<file path="src/rtl/ysyx_24090018_ifu_fetch_pkg.sv">
// ysyx_24090018_ifu_fetch_pkg: shared types and constants for the instruction fetch unit
package ysyx_24090018_ifu_fetch_pkg;
  typedef enum logic [2:0] {
    S_IDLE = 3'd0,
    S_REQ  = 3'd1,
    S_WAIT = 3'd2,
    S_HOLD = 3'd3,
    S_DROP = 3'd4
  } state_e;
  typedef enum logic [1:0] {
    FAULT_NONE     = 2'd0,
    FAULT_MISALIGN = 2'd1,
    FAULT_ACCESS   = 2'd2
  } fault_e;
  localparam logic [31:0] INST_NOP = 32'h0000_0013;
endpackage

</file>
<file path="src/rtl/ysyx_24090018_ifu_fetch.sv">
// ysyx_24090018_ifu_fetch: one-PC-at-a-time fetch with a single outstanding imem read.
//   pc_*        : PC handshake from the PC register
//   imem_req_*  : single-beat read request; imem_rsp_* : response, never backpressured
//   inst_*      : fetched instruction held for decode until inst_ready_i
//   flush_i     : cancels held and in-flight work; late responses are swallowed in DROP
module ysyx_24090018_ifu_fetch
  import ysyx_24090018_ifu_fetch_pkg::*;
#(
  parameter int ADDR_WIDTH = 32,
  parameter int INST_WIDTH = 32
) (
  input  logic                  clk,
  input  logic                  rst,
  input  logic                  pc_valid_i,
  input  logic [ADDR_WIDTH-1:0] pc_i,
  output logic                  pc_ready_o,
  output logic                  imem_req_valid_o,
  output logic [ADDR_WIDTH-1:0] imem_req_addr_o,
  input  logic                  imem_req_ready_i,
  input  logic                  imem_rsp_valid_i,
  input  logic [INST_WIDTH-1:0] imem_rsp_data_i,
  input  logic                  imem_rsp_err_i,
  input  logic                  flush_i,
  output logic                  inst_valid_o,
  output logic [INST_WIDTH-1:0] inst_o,
  output logic [ADDR_WIDTH-1:0] inst_pc_o,
  output logic                  inst_err_o,
  input  logic                  inst_ready_i
);
  state_e                state;
  fault_e                cause;
  logic [ADDR_WIDTH-1:0] pc_q;
  logic [INST_WIDTH-1:0] inst_q;
  logic                  take;
  logic                  mis;
  assign pc_ready_o       = !flush_i && (state == S_IDLE || (state == S_HOLD && inst_ready_i));
  assign take             = pc_valid_i && pc_ready_o;
  assign mis              = pc_i[1:0] != 2'b00;
  assign imem_req_valid_o = state == S_REQ;
  assign imem_req_addr_o  = pc_q;
  assign inst_valid_o     = state == S_HOLD;
  assign inst_o           = inst_q;
  assign inst_pc_o        = pc_q;
  assign inst_err_o       = cause != FAULT_NONE;
  always_ff @(posedge clk) begin
    if (rst) begin
      state  <= S_IDLE;
      pc_q   <= '0;
      inst_q <= '0;
      cause  <= FAULT_NONE;
    end else if (flush_i) begin
      // a request accepted this cycle, or one still awaiting its response, must be drained
      state <= ((state == S_REQ && imem_req_ready_i) ||
                ((state == S_WAIT || state == S_DROP) && !imem_rsp_valid_i)) ? S_DROP : S_IDLE;
    end else if (take) begin
      pc_q   <= pc_i;
      inst_q <= '0;
      cause  <= mis ? FAULT_MISALIGN : FAULT_NONE;
      state  <= mis ? S_HOLD : S_REQ;
    end else begin
      case (state)
        S_REQ:  if (imem_req_ready_i) state <= S_WAIT;
        S_WAIT: if (imem_rsp_valid_i) begin
          state  <= S_HOLD;
          inst_q <= imem_rsp_err_i ? '0 : imem_rsp_data_i;
          cause  <= imem_rsp_err_i ? FAULT_ACCESS : FAULT_NONE;
        end
        S_HOLD: if (inst_ready_i) state <= S_IDLE;
        S_DROP: if (imem_rsp_valid_i) state <= S_IDLE;
        default: ;
      endcase
    end
  end
  rsp_only_when_outstanding: assert property (@(posedge clk) disable iff (rst)
    imem_rsp_valid_i |-> (state == S_WAIT || state == S_DROP));
endmodule

</file>
<file path="config.mk">
export PLATFORM = sky130hd
export DESIGN_NAME = ysyx_24090018_ifu_fetch
export DESIGN_NICKNAME = d
export VERILOG_FILES = /design/src/rtl/ysyx_24090018_ifu_fetch_pkg.sv /design/src/rtl/ysyx_24090018_ifu_fetch.sv
export SDC_FILE = /design/constraint.sdc
export NUM_CORES = 1
export LEC_CHECK = 0
export ABC_AREA = 1
export BUFFER_PORTS_ARGS = -buffer_cell sky130_fd_sc_hd__buf_2
export CORE_MARGIN = 10
export CORE_UTILIZATION = 39
export DETAILED_ROUTE_END_ITERATION = 8
export PLACE_DENSITY_LB_ADDON = 0.08
export SLEW_MARGIN = 20
export SYNTH_ARGS = -nofsm -noshare
export SYNTH_HDL_FRONTEND = slang
export SYNTH_SLANG_ARGS = --single-unit
</file>
<file path="constraint.sdc">
create_clock -name clk -period 1.2 [get_ports clk]
set_input_delay 0.24 -clock clk [delete_from_list [all_inputs] [get_ports clk]]
set_output_delay 0.24 -clock clk [all_outputs]
set_load 0.02 [all_outputs]
</file>
Word level (Yosys, flattened, before mapping)
Cells that the tools add are included.
Operators by class
  equality and inequality tests: 8
  reductions and logical operators: 19
  muxes and demuxes: 18
  bitwise logic cells: 1
Operators with widths (number)
  32-bit two-way mux: 4
  3-bit two-way mux: 7
  3-bit case mux with 4 select lines: 1
  2-bit two-way mux: 5
  4-bit != test (second input constant): 2
  2-bit nonzero test: 4
  3-bit by 2-bit == test with 1-bit output (second input constant): 2
  6-bit nonzero test: 1
  1-bit logical AND: 5
  5-bit AND reduction: 1
  4-bit by 1-bit != test with 1-bit output (second input constant): 1
  4-bit by 2-bit != test with 1-bit output (second input constant): 1
  3-bit by 1-bit == test with 1-bit output (second input constant): 1
  3-bit == test (second input constant): 1
  3-bit logical NOT: 1
  1-bit logical OR: 3
  3-bit AND reduction: 1
  1-bit logical NOT: 2
  2-bit AND reduction: 1
  1-bit two-way mux: 1
  1-bit inverter: 1
Word-level totals
  register bits after elaboration: 69
  output and inout port bits: 100

Depth between registers and ports, before layout
  word-level depth: 7
  mapped depth: 10
  gate-level depth less buffers: 9

Worst setup path before layout
No wires, ideal clock.
  kind: flip-flop to flip-flop
  start: register state[1]
  end: register pc_q[10], in the netlist imem_req_addr_o[10]
  stages on the path, launching flop included: 9
  library setup time: 0.132 ns
  data required time: 1.068 ns
  slack: -0.039 ns
  period minus slack after synthesis: 1.239 ns
  arrival time: 1.107 ns
  cells stage by stage: dfxtp_1 -> nor2_1 -> nand2_1 -> nand2_1 -> nand3_2 -> buf_6 -> buf_4 -> nand2_1 -> a21oi_1
Between the ends
  longest elaborated chain between the ends: 6
  elaborated cells on any way between the ends: 7
  those cells by class: eq/ne (1); reduce/logical (6)
Ends and longest elaborated chain
  start, declared: RTL line ysyx_24090018_ifu_fetch.sv:30  | state_e state;
  start signal, assigned: RTL line ysyx_24090018_ifu_fetch.sv:53  | state <= ((state == S_REQ && imem_req_ready_i) ||
  start signal, assigned: RTL line ysyx_24090018_ifu_fetch.sv:59  | state <= mis ? S_HOLD : S_REQ;
  3-bit by 2-bit == test with 1-bit output: RTL line ysyx_24090018_ifu_fetch.sv:36  | assign pc_ready_o = !flush_i && (state == S_IDLE || (state == S_HOLD && inst_ready_i));
  1-bit logical AND: RTL line ysyx_24090018_ifu_fetch.sv:36
  1-bit logical OR (*): RTL line ysyx_24090018_ifu_fetch.sv:36
  1-bit logical AND (*): RTL line ysyx_24090018_ifu_fetch.sv:36
  1-bit logical AND (*): RTL line ysyx_24090018_ifu_fetch.sv:37  | assign take = pc_valid_i && pc_ready_o;
  2-bit AND reduction (no source line) (*)
  end signal, assigned: RTL line ysyx_24090018_ifu_fetch.sv:56  | pc_q <= pc_i;
  end, declared: RTL line ysyx_24090018_ifu_fetch.sv:32  | logic [ADDR_WIDTH-1:0] pc_q;
Mark *: on every way between the ends. The rest lies on a longest branch, timed or not.
A chain may end at the register's enable or synchronous reset.

Final worst setup path
  start: register state[0]
  end: register inst_q[23], in the netlist inst_o[23]
Between the ends
  longest elaborated chain between the ends: 7
  elaborated cells on any way between the ends: 11
  those cells by class: eq/ne (2); mux (1); reduce/logical (8)
Ends and longest elaborated chain
  3-bit by 2-bit == test with 1-bit output: RTL line ysyx_24090018_ifu_fetch.sv:36
  1-bit logical AND: RTL line ysyx_24090018_ifu_fetch.sv:36
  1-bit logical OR: RTL line ysyx_24090018_ifu_fetch.sv:36
  1-bit logical AND: RTL line ysyx_24090018_ifu_fetch.sv:36
  1-bit logical AND: RTL line ysyx_24090018_ifu_fetch.sv:37
  2-bit nonzero test (no source line)
  3-bit AND reduction (no source line)
  end signal, assigned: RTL line ysyx_24090018_ifu_fetch.sv:65  | inst_q <= imem_rsp_err_i ? '0 : imem_rsp_data_i;
  end, declared: RTL line ysyx_24090018_ifu_fetch.sv:33  | logic [INST_WIDTH-1:0] inst_q;
Parallel ways exist; a longest one is shown, timed or not.

==> metrics.sh <==
MIN_TO='imem_req_addr_o[14]'
CRITICAL_PATH.ENDPOINT_TYPE='flip-flop'
CTS.SINK_COUNT=69
GRT_MAX_DEGREE=36
CORE.ROWCOUNT=30
DESIGN_AREA_SQ_UM=4630
FINAL_MAX_SLEW_VIOL_COUNT=0
TOP_LEVEL_PORTS=172
POST-DP-HPWL_UM=6650
GP_CONGESTION=0.790
CTSHOLDBUFFERS=0
DRT-PASS1-ITER-COUNT=4
REGTOREGSETUPSLACK_PS=-310
RELSLEWSLACK_PCT=62.2
POWERDENSITY_nW_PER_UM2=1230
DIE_W_UM=105
ROUTED_WIRE_LENGTH_PER_INSTANCE_UM=15.2
WHS_PATH_DEPTH=3
SYN_AREA_SQ_UM=2830
FLOORPLAN.DIE_AREA_SQ_UM=11100
TRITONCTS_CLOCK_TREE='yes'
POWER.IR.VDD_WORST_mV=0.817
VIOLATED_CHECKS='negative setup slack'
PLACE.PORT_BUFFERS=171
TIMING.MAX_CAP.VIOLATIONS=0
LAYOUT.CELLS.MOST_COMMON='buf_2'
POST-ROUTE-WORST-SETUP-SLACK_PS=-308
SETUP_VIOL_COUNT_FINAL=73
SYNTH_WARNINGS=0
LAYOUT-DRIVE-GT1-SHARE_PCT=61.8
FINALCLOCKSKEW_PS=4.45
DP.CELLS=605
VIA_COUNT=2976
CP.REQUIRED_PS=1450
HOLD-WORST-SLACK_PS=128
RUN_STATUS='complete, but fails checks'
FINISH.UTILIZATION_PCT=67.1
AVGVIACOUNTPERCELL=4.69
INITIALDRTVIOLATIONCOUNT=66
SYNTHESIS.NETS=441
SETUP.WORST_PATH.START='state[0]'
KIND_OF_CRITICAL_PATH='flip-flop to flip-flop'
WORSTPATHMAXFANOUT=14
CLK_LATENCY_PS=350
POST-ROUTE-PERIOD-UTIL_PCT=126
POST_DP_CELL_AREA_SQ_UM=3650
YOSYS_REGISTER_BITS=69
FINAL_NET_COUNT=607
GRT.OVERFLOW.TOTAL=0
LAYOUT.CELLS.MOST_COMMON_LIST='167 x buf_2, 102 x nand2_1, 64 x dfxtp_1, 48 x a21oi_2, 28 x nand2_4'
CRITPATHARRIVALTIME_PS=1750
FINAL.FILL_COUNT=619
FINALSETUPTNS_PS=-17440
FIRST_GLOBAL_VIAS=2814
GRT_FIRST_PASS_WIRELENGTH_UM=14200
CATEGORY_OF_THE_WORST_SETUP_PATH_LAUNCH_POINT='flip-flop'
P_LEAK_nW=2.29
SYN-INSTANCE-COUNT=369
LAYOUT-AREA-OVERHEAD-VS-SYNTH_PCT=63.8
SYNTH.AVG_CELL_AREA_SQ_UM=7.66
R2R.WORST_PATH.CELLS=8
LAYOUT_MIN_CYCLE_TIME_PS=1510
MAX_CLOCK_FREQ_MHz=663
DIODES=0
INITIAL_UTILIZATION_PCT=40.9
GRT_SETUP_UNREPAIRED='true'
MULTI_INPUT_COMB_AREA_SQ_UM=1510
POSTROUTEANTENNANETS=0
POST_LAYOUT_NONFILLER_INSTANCES=635
TIMING.FINAL.HOLD_VIOLATIONS=0
ANTENNA_FOUND_INITIAL=0
SEQ_AREA_FRAC_SYNTH_PCT=48.8
REGISTER_CELL_AREA_AFTER_LAYOUT_SQ_UM=1390
CTS_MAX_PATH_BUFFERS=2
CLOCK_ROOT_BUFFER='clkbuf_8'
DRC=0
FLOORPLAN.DIE.HEIGHT_UM=105
CRITICAL_PATH.REG2REG.STARTPOINT='state[0]'
FINALWIRELENGTH_UM=9660
ENDPOINT_OF_THE_WORST_REGISTER_TO_REGISTER_PATH='inst_o[23]'
NETLIST-CELL-TYPE-COUNT=21
GLOBALROUTETOTALUTIL_PCT=15.7
WORSTMARGINPINSLEW_PS=566
PLACEABLECOREAREA_SQ_UM=6910
HOLD_START='pc_i[14]'
WORST_SETUP_HOLD_PATH_CLK_SLEW_PS=70
HTREE_NUM_LEVELS=3
CTS_INSERTED_BUFFERS=9
HOLD_PATH_CLASS='input pin to flip-flop'
synth_stat cells (all sizes together):
library cell / number / area share (%)
nand4: 4 / 0.88
nand3b: 1 / 0.27
clkbuf: 3 / 0.40
nand3: 7 / 1.4
a211oi: 1 / 0.27
nand2: 145 / 20
nor2: 8 / 1.7
a21oi: 68 / 12
or2: 1 / 0.22
o21ai: 2 / 0.35
buf: 49 / 13
dfxtp: 69 / 49
inv: 11 / 1.5
metrics by stage:
| stage | total power [mW] | setup WS, ps |
|---|---|---|
| 2_1_floorplan | 3.08 | -20.1 |
| 6_report | 5.68 | -308 |
| 4_1_cts | 5.47 | -257 |
| 5_1_grt | 5.94 | -374 |
| 3_3_place_gp | 3.41 | -95.2 |
| 3_5_place_dp | 3.42 | -151 |
metal layers:
metal / GRT usage (%) / up-vias / part of all wire, %
met1: 16.8 / 1361 / 39
met2: 26.0 / 126 / 49
met5: 0 / - / 0
met4: 7.45 / 0 / 2.1
met3: 6.88 / 17 / 10
li1: - / 1472 / -
logic make-up after synthesis:
group | after synthesis | share of synthesized area (%)
DFF | 69 | 48.8
and+or+nand+nor | 166 | 24.0
buffers and inverters | 63 | 14.5
AOI/OAI and AO/OA | 71 | 12.7
flip-flops by register name, indices dropped and copies added, names as in the netlist:
signal / cells
imem_req_addr_o: 32
inst_o: 32
cause: 2
state: 3
critical path: stages, from the launching register on:
cell,delay [ps]
dfxtp_4,360
buf_6,110
nand3b_1,180
nor2_2,140
nand2_4,100
buf_4,170
buf_4,180
nand2_1,100
a21oi_2,60
report_power, final:
part           switching [mW]  internal, mW  total, mW
registers              0.0668          2.38       2.45
clock network           0.868          1.05       1.92
logic                   0.750         0.559       1.31
total                    1.69          3.99       5.68
cell type report:
class                           count  area share [%]
Multi-Input combinational cell    237            32.7
Sequential cell                    69            30.0
Timing Repair Buffer              207            29.3
Clock buffer                       11            3.27
Tap cell                           96            2.59
Inverter                           11            1.11
Clock inverter                      4            1.03
worst max-delay path by stage:
stage,endpoint,cells past startpoint
after global placement,cause[1],6
after detailed placement,imem_req_addr_o[17],8
after global routing,inst_o[23],8
after floorplan,imem_req_addr_o[10],8
final,inst_o[23],8
after CTS,pc_ready_o,4
what timing repair did:
item / 4_1_cts / 5_1_grt
buffers inserted: 4 / 6
gates resized for setup: 31 / 131
cloned: 2 / 3
setup endpoints to repair: 73 / 73
pin swaps: 8 / 34
Note: power is estimated with default switching activity, not from simulation.
